File: config.mk
export PLATFORM = sky130hd
export DESIGN_NAME = shift_right32_seq
export DESIGN_NICKNAME = d
export VERILOG_FILES = /design/src/rtl/alu_shift_pkg.sv /design/src/rtl/shift_right32_seq_shr_step.sv /design/src/rtl/shift_right32_seq.sv
export SDC_FILE = /design/constraint.sdc
export NUM_CORES = 1
export LEC_CHECK = 0
export ABC_CLOCK_PERIOD_IN_PS = 3100
export CORE_MARGIN = 10
export CORE_UTILIZATION = 42
export DETAILED_ROUTE_END_ITERATION = 8
export GPL_TIMING_DRIVEN = 0
export PLACE_DENSITY = 0.67
export SYNTH_ARGS = -nofsm -noshare
export SYNTH_HDL_FRONTEND = slang
export SYNTH_HIERARCHICAL = 1
export SYNTH_SLANG_ARGS = --single-unit
File: constraint.sdc
create_clock -name clk -period 3.1 [get_ports clk]
set_input_delay 0.465 -clock clk [delete_from_list [all_inputs] [get_ports clk]]
set_output_delay 0.465 -clock clk [all_outputs]
set_load 0.01 [all_outputs]
File: src/rtl/alu_shift_pkg.sv
// Shared definitions for the multi-cycle right shifter.
// Provides the FSM state type, the mode encodings and the width constants.
// It also provides the rem MSB helper, which the SHR_EARLY_EXIT_EN build uses.
package alu_shift_pkg;

  typedef enum logic [1:0] {
    IDLE  = 2'd0,
    SHIFT = 2'd1,
    DONE  = 2'd2
  } shr_state_t;

  localparam logic MODE_SRL = 1'b0;
  localparam logic MODE_SRA = 1'b1;
  localparam int   XLEN     = 32;
  localparam int   SHW      = 5;

  // Index of the highest set bit of a shift amount.
  // The result is 0 for an all-zero input.
  function automatic logic [2:0] msb_idx(input logic [SHW-1:0] v);
    logic [2:0] idx;
    idx = '0;
    for (int i = 0; i < SHW; i++) begin
      if (v[i]) idx = 3'(i);
    end
    return idx;
  endfunction

endpackage

File: src/rtl/shift_right32_seq_shr_step.sv
// shr_step: combinational conditional right shift by 2^k.
// The vacated MSBs are filled with 'fill'. When en is low, d passes through unchanged.
module shr_step
  import alu_shift_pkg::*;
(
  input  logic [XLEN-1:0] d,
  input  logic [2:0]      k,
  input  logic            en,
  input  logic            fill,
  output logic [XLEN-1:0] q
);

  logic [5:0]        amt;
  logic [2*XLEN-1:0] ext;
  logic [XLEN-1:0]   shifted;

  // Prepend a word of fill bits, shift the whole thing, and keep the low word.
  assign amt     = 6'(1) << k;
  assign ext     = {{XLEN{fill}}, d};
  assign shifted = XLEN'(ext >> amt);

  for (genvar gi = 0; gi < XLEN; gi++) begin : g_bit
    assign q[gi] = en ? shifted[gi] : d[gi];
  end

endmodule

File: src/rtl/shift_right32_seq.sv
// shift_right32_seq: multi-cycle 32-bit SRL/SRA.
// Each clock retires one power-of-two step. Operands arrive and results
// leave over valid/ready handshakes.
// Optional build macro: SHR_EARLY_EXIT_EN. When it is defined, the shifter
// visits only the set bits of the shift amount. Otherwise it always runs
// five steps, k = 4 down to 0.
module shift_right32_seq
  import alu_shift_pkg::*;
(
  input  logic            clk,
  input  logic            rst,
  input  logic            in_valid,
  output logic            in_ready,
  input  logic [XLEN-1:0] inp,
  input  logic [SHW-1:0]  shamt,
  input  logic            mode,
  output logic            out_valid,
  input  logic            out_ready,
  output logic [XLEN-1:0] res,
  output logic            busy
);

  shr_state_t      state_q, state_d;
  logic [XLEN-1:0] acc_q, acc_d;
  logic [SHW-1:0]  rem_q, rem_d;
  logic            fill_q, fill_d;
  logic [2:0]      step_k;
  logic            step_en;
  logic [XLEN-1:0] step_q;

`ifdef SHR_EARLY_EXIT_EN
  // Step by the highest remaining set bit of rem.
  assign step_k  = msb_idx(rem_q);
  assign step_en = (state_q == SHIFT);
`else
  logic [2:0] k_q, k_d;
  // Walk k from 4 down to 0, shifting only where rem has a 1.
  assign step_k  = k_q;
  assign step_en = (state_q == SHIFT) && rem_q[k_q];
`endif

  shr_step u_step (
    .d    (acc_q),
    .k    (step_k),
    .en   (step_en),
    .fill (fill_q),
    .q    (step_q)
  );

  assign in_ready  = (state_q == IDLE) && !rst;
  assign out_valid = (state_q == DONE);
  assign busy      = (state_q == SHIFT) || (state_q == DONE);
  assign res       = acc_q;

  // Next-state logic: accept in IDLE, shift in SHIFT, hold the result in DONE.
  always_comb begin
    state_d = state_q;
    acc_d   = acc_q;
    rem_d   = rem_q;
    fill_d  = fill_q;
`ifndef SHR_EARLY_EXIT_EN
    k_d     = k_q;
`endif
    case (state_q)
      IDLE: begin
        if (in_valid && in_ready) begin
          acc_d  = inp;
          rem_d  = shamt;
          fill_d = (mode == MODE_SRA) && inp[XLEN-1];
`ifdef SHR_EARLY_EXIT_EN
          state_d = (shamt == '0) ? DONE : SHIFT;
`else
          k_d     = 3'd4;
          state_d = SHIFT;
`endif
        end
      end
      SHIFT: begin
        acc_d = step_q;
`ifdef SHR_EARLY_EXIT_EN
        rem_d = rem_q & ~(SHW'(1) << step_k);
        if (rem_d == '0) state_d = DONE;
`else
        k_d = k_q - 3'd1;
        if (k_q == 3'd0) state_d = DONE;
`endif
      end
      DONE: begin
        if (out_ready) state_d = IDLE;
      end
      default: state_d = IDLE;
    endcase
  end

  // State register. Reset discards any in-flight operation.
  always_ff @(posedge clk) begin
    if (rst) begin
      state_q <= IDLE;
      acc_q   <= '0;
      rem_q   <= '0;
      fill_q  <= 1'b0;
`ifndef SHR_EARLY_EXIT_EN
      k_q     <= 3'd0;
`endif
    end else begin
      state_q <= state_d;
      acc_q   <= acc_d;
      rem_q   <= rem_d;
      fill_q  <= fill_d;
`ifndef SHR_EARLY_EXIT_EN
      k_q     <= k_d;
`endif
    end
  end

endmodule
==> results of run 1 <==
[layout make-up]
cell class,count,area (um^2)
clock buffers,5,68.8
multi-input cells,383,2870
plain buffers,53,293
inverters,15,56.3
repair buffers,75,751
well taps,129,161
flip-flops and latches,43,861
fillers,905,4230
clock inverters,3,43.8
[registers in the layout, summed over array words and instances, names as in the netlist]
signal,flops
rem_q,5
res,32
fill_q,1
k_q,3
state_q,2
[timing repair]
action | in CTS | in global routing
gates resized for setup | 4 | 5
buffers inserted | 0 | 0
cloned | 0 | 0
setup endpoints to repair | 15 | 16
[cell usage in the layout, fill, tap and decap left out, types with 6 or more instances in the layout]
cell / count
nor2_1: 18
mux2_2: 7
nand3_1: 11
mux2i_1: 46
nor2b_1: 12
buf_2: 20
clkbuf_1: 17
a221oi_1: 7
a21oi_1: 37
inv_1: 15
ha_1: 6
clkdlybuf4s50_1: 75
nand2b_1: 18
a211oi_1: 6
mux4_2: 10
a31oi_1: 9
buf_6: 6
o22ai_1: 11
nor3_1: 34
o21ai_0: 20
nand2_1: 44
dfxtp_1: 43
a211oi_2: 30
[cell families after synthesis]
kind of cell,count (synthesis),share of synthesized area [%]
AOI/OAI and AO/OA,161,30.7
adders and majority gates,6,1.85
buffers and inverters,68,8.43
DFF,43,21.2
muxes,64,19.2
and+or+nand+nor,152,18.7
[layer usage]
| metal | track usage [%] | wire length, um | up-vias |
|---|---|---|---|
| met2 | 34.7 | 7390 | 266 |
| met4 | 7.25 | 505 | 0 |
| met3 | 5.33 | 1680 | 47 |
| met5 | 0 | 0 | - |
| li1 | - | - | 2040 |
| met1 | 29.6 | 6810 | 2171 |
[where the power goes]
| part | internal (W) | leakage [nW] | switching [W] |
|---|---|---|---|
| combinational | 0.00131 | 1.36 | 0.00152 |
| sequential | 0.000732 | 0.354 | 0.000388 |
| clock | 0.000241 | 0.0581 | 0.000224 |
[worst max-delay path, stage by stage (launching register included)]
cell and delay [ns]:
dfxtp_1 0.34, inv_1 0.10, ha_1 0.14, buf_2 0.13, buf_2 0.28, and4_1 0.24, a32o_2 0.22, nor2b_2 0.34
nand2_1 0.29, a21oi_1 0.24, a221o_1 0.15, mux2i_1 0.09, a211oi_2 0.25
[stage by stage]
step	hold WS, ns	setup WS [ns]	TNS [ns]
final	0.407	0.203	0
after global routing	0.416	0.0251	0
after CTS	0.396	0.0579	0
after detailed placement	0.451	-0.0769	-0.287
after global placement	0.446	-0.0198	-0.0198
after floorplan	0.432	0.675	0
[final timing paths]
kind,startpoint,to,slack (ns),cells after the start
max reg2reg,state_q[1]$_SDFFE_PP0P_,res[22]$_SDFFE_PP0P_,0.20,12
max,state_q[1]$_SDFFE_PP0P_,res[22]$_SDFFE_PP0P_,0.20,12
min,rst,k_q[2]$_SDFFE_PP0P_,0.41,2
min reg2reg,rem_q[2]$_SDFFE_PP0P_,rem_q[2]$_SDFFE_PP0P_,0.46,2
==> impl_metrics.env, run 1 <==
export IMPL_status="finished clean"
export IMPL_grt_max_degree=15
export IMPL_crit_path_max_fanout=10
export IMPL_slew_viol_final=0
export IMPL_drt_iter0_drc=597
export IMPL_dieWidth_um=118
export IMPL_cts_made_buffers=5
export IMPL_hold_viol=0
export IMPL_finalCriticalPeriod_ns=2.90
export IMPL_synthArstFlopShare_pct=0
export IMPL_viasPerCell=6.41
export IMPL_start_util_pct=43.6
export IMPL_p_per_area_nw_per_um2=865
export IMPL_ys_seq_area_share_pct=21.2
export IMPL_cts_sinks=43
export IMPL_maxCapViolCount=0
export IMPL_n_antenna_cell=0
export IMPL_instances_no_fill=706
export IMPL_setup_viol=0
export IMPL_grt_pass1_vias=4399
export IMPL_num_vias=4524
export IMPL_grt_pass1_wl_um=25700
export IMPL_ant_nets=0
export IMPL_worstSetupPathType="reg -> reg"
export IMPL_synth_cells=494
export IMPL_io_pins=77
export IMPL_power_leakage_nw=1.77
export IMPL_required_ns=3.32
export IMPL_skew_ns=0.00639
export IMPL_yosysWarnings=6
export IMPL_cts_max_path_buffers=2
export IMPL_gp_congestion=1.06
export IMPL_core_um2=9330
export IMPL_grt_setup_unrepaired="no"
export IMPL_cts_tree="done"
export IMPL_placed_area_um2=4980
export IMPL_hpwl_um=12200
export IMPL_fmax_ghz=0.345
export IMPL_stdcell_area_um2=5100
export IMPL_wire_per_inst_um=23.2
export IMPL_yosysTopAreaCell="dfxtp_1"
export IMPL_drive_above_1_share_pct=16.6
export IMPL_synth_cell_types=53
export IMPL_synth_nets=542
export IMPL_tightest_slew_ns=0.948
export IMPL_synth_area_um2=4070
export IMPL_synth_top_flop_cell="dfxtp_1"
export IMPL_cts_root_buffer="clkbuf_8"
export IMPL_grt_remaining_overflow=0
export IMPL_startpoint_type="register"
export IMPL_total_power_w=0.00442
export IMPL_drt_pass1_iter_count=5
export IMPL_peakVddDrop_uv=404
export IMPL_synth_seq_cells=43
export IMPL_syn_area_per_cell_um2=8.23
export IMPL_h_tree_depth=2
export IMPL_wl_um=16400
export IMPL_antenna_found_initial=0
export IMPL_slew_limit_headroom_pct=36.8
export IMPL_synthToLayoutAreaGrowth_pct=25.4
export IMPL_synth_top_cell_area_share_pct=21.2
export IMPL_nNetsFinal=624
export IMPL_arrival_ns=3.12
export IMPL_grt_util_all_layers_pct=22.3
export IMPL_port_buffers=75
export IMPL_die_y_um=118
export IMPL_placed_cells=698
export IMPL_clk_pin_slew_ns=0.09
export IMPL_die_area_um2=14000
export IMPL_ctsHoldBuffers=0
export IMPL_synth_area_leaders="dfxtp_1 (21%), mux2i_1 (11%), a211oi_2 (9.2%), mux4_2 (5.5%), a21oi_1 (4.6%)"
export IMPL_fin_util_pct=54.7
export IMPL_synth_common_cells="mux2i_1 (46), nand2_1 (44), dfxtp_1 (43)"
export IMPL_drc=0
export IMPL_fin_crit_sh_pct=93.5
export IMPL_synth_edff_count=0
export IMPL_num_rows=35
export IMPL_synth_most_common_cell="mux2i_1"
export IMPL_critPathCaptureType="register"
export IMPL_hold_class="in -> reg"
export IMPL_insertion_delay_ns=0.30
Power figures use the tool's default switching activity.
==> run 2: changes to the inputs <==
CTS_BUF_LIST = sky130_fd_sc_hd__clkbuf_16   (was unset)
==> run 2 against run 1 <==
Against the previous run: via count down 0.24%; sequential cell count unchanged; clock power up 34%; non-clock buffer count is the same; global-route usage about the same; sequential share of layout area shrank 0.18 points; worst hold slack gained 0.022 ns; core utilization rose by 0.60 points; maximum frequency is 1.0% lower; critical path type unchanged.
==> impl_metrics.env, run 2 (same netlist as run 1, synthesis figures left out) <==
export IMPL_status="finished clean"
export IMPL_viasPerCell=6.39
export IMPL_core_um2=9330
export IMPL_wire_per_inst_um=23.3
export IMPL_wl_um=16500
export IMPL_antenna_found_initial=0
export IMPL_synthToLayoutAreaGrowth_pct=26.8
export IMPL_cts_sinks=43
export IMPL_h_tree_depth=2
export IMPL_tightest_slew_ns=0.972
export IMPL_maxCapViolCount=0
export IMPL_ant_nets=0
export IMPL_final_common_cell="clkdlybuf4s50_1"
export IMPL_arrival_ns=3.07
export IMPL_most_common_layout_cells="clkdlybuf4s50_1 (75), mux2i_1 (46), nand2_1 (44)"
export IMPL_fin_util_pct=55.3
export IMPL_setup_tns_ns=0
export IMPL_drc=0
export IMPL_start_util_pct=43.6
export IMPL_slew_viol_final=0
export IMPL_placed_area_um2=4980
export IMPL_dieWidth_um=118
export IMPL_total_power_w=0.00458
export IMPL_crit_path_max_fanout=10
export IMPL_slew_limit_headroom_pct=35.2
export IMPL_die_area_um2=14000
export IMPL_finalCriticalPeriod_ns=2.93
export IMPL_cts_made_buffers=5
export IMPL_p_per_area_nw_per_um2=887
export IMPL_critPathCaptureType="register"
export IMPL_regArea_um2=861
export IMPL_multi_input_area_um2=2870
export IMPL_gp_congestion=1.06
export IMPL_setup_worst_path_start="state_q[1]$_SDFFE_PP0P_"
export IMPL_worstHoldStart="rst"
export IMPL_clk_pin_slew_ns=0.07
export IMPL_n_antenna_cell=0
export IMPL_largest_reg_flops=32
export IMPL_stdcell_area_um2=5160
export IMPL_cts_max_path_buffers=2
export IMPL_peakVddDrop_uv=402
export IMPL_num_rows=35
export IMPL_skew_ns=0.00226
export IMPL_drt_pass1_iter_count=6
export IMPL_ctsHoldBuffers=0
export IMPL_holdWs_ns=0.429
export IMPL_num_vias=4513
export IMPL_nFillCells=897
export IMPL_nNetsFinal=624
export IMPL_worstSetupPathType="reg -> reg"
export IMPL_drive_above_1_share_pct=16.6
export IMPL_startpoint_type="register"
export IMPL_hold_class="in -> reg"
export IMPL_grt_remaining_overflow=0
export IMPL_cts_root_buffer="clkbuf_16"
export IMPL_hold_viol=0
export IMPL_hpwl_um=12200
export IMPL_grt_max_degree=15
export IMPL_cts_tree="done"
export IMPL_fmax_ghz=0.342
export IMPL_drt_iter0_drc=573
export IMPL_r2r_start="state_q[1]$_SDFFE_PP0P_"
export IMPL_insertion_delay_ns=0.29
export IMPL_grt_pass1_wl_um=25700
export IMPL_required_ns=3.25
export IMPL_grt_setup_unrepaired="no"
export IMPL_port_buffers=75
export IMPL_power_leakage_nw=1.79
export IMPL_io_pins=77
export IMPL_fin_crit_sh_pct=94.4
export IMPL_grt_util_all_layers_pct=22.4
export IMPL_die_y_um=118
export IMPL_grt_pass1_vias=4384
export IMPL_setup_viol=0
## run 2: worst max-delay path, stage by stage (launching register included)
cell and delay (ns):
dfxtp_1 0.33, inv_1 0.10, ha_1 0.14, buf_2 0.13
buf_2 0.28, and4_1 0.24, a32o_2 0.22, inv_1 0.17
clkbuf_2 0.29, o41ai_1 0.42, a21oi_1 0.16, mux2i_1 0.20
a211oi_2 0.09
## run 2: path summary, 6_finish.rpt
kind / end / slack [ns] / depth (start not counted)
setup / recovery: res[13]$_SDFFE_PP0P_ / 0.17 / 12
hold / removal: k_q[2]$_SDFFE_PP0P_ / 0.43 / 2
setup reg to reg: res[13]$_SDFFE_PP0P_ / 0.17 / 12
hold reg to reg: rem_q[2]$_SDFFE_PP0P_ / 0.46 / 2
## run 2: per-layer routing
layer | track usage (%) | share of wire (%) | routed length (um) | vias to the layer above
met1 | 29.8 | 40 | 6620 | 2153
li1 | - | - | - | 2030
met4 | 8.02 | 3.3 | 542 | 0
met3 | 5.14 | 12 | 1990 | 40
met5 | 0 | 0 | 0 | -
met2 | 34.4 | 44 | 7320 | 290
## run 2: layout make-up
| cell class | count | area share [%] |
|---|---|---|
| Buffer | 53 | 5.68 |
| Inverter | 15 | 1.09 |
| Sequential cell | 43 | 16.7 |
| Multi-Input combinational cell | 383 | 55.6 |
| Timing Repair Buffer | 75 | 14.6 |
| Clock inverter | 3 | 0.849 |
| Tap cell | 129 | 3.13 |
| Clock buffer | 5 | 2.43 |
## run 2: metrics by stage
stage / instances / setup slack (ns)
2_1_floorplan: 494 / 0.675
3_3_place_gp: 698 / -0.0198
3_5_place_dp: 698 / -0.0769
4_1_cts: 706 / 0.00995
5_1_grt: 706 / 0.0185
6_report: 706 / 0.173
## run 2: what timing repair did
item / in CTS / in global routing
setup endpoints to repair: 13 / 24
buffers inserted: 0 / 0
gates resized for setup: 3 / 7
## run 2: report_power, final
group / internal (W) / switching, W
Combinational: 0.00131 / 0.00152
Sequential: 0.000733 / 0.000390
Clock: 0.000381 / 0.000243
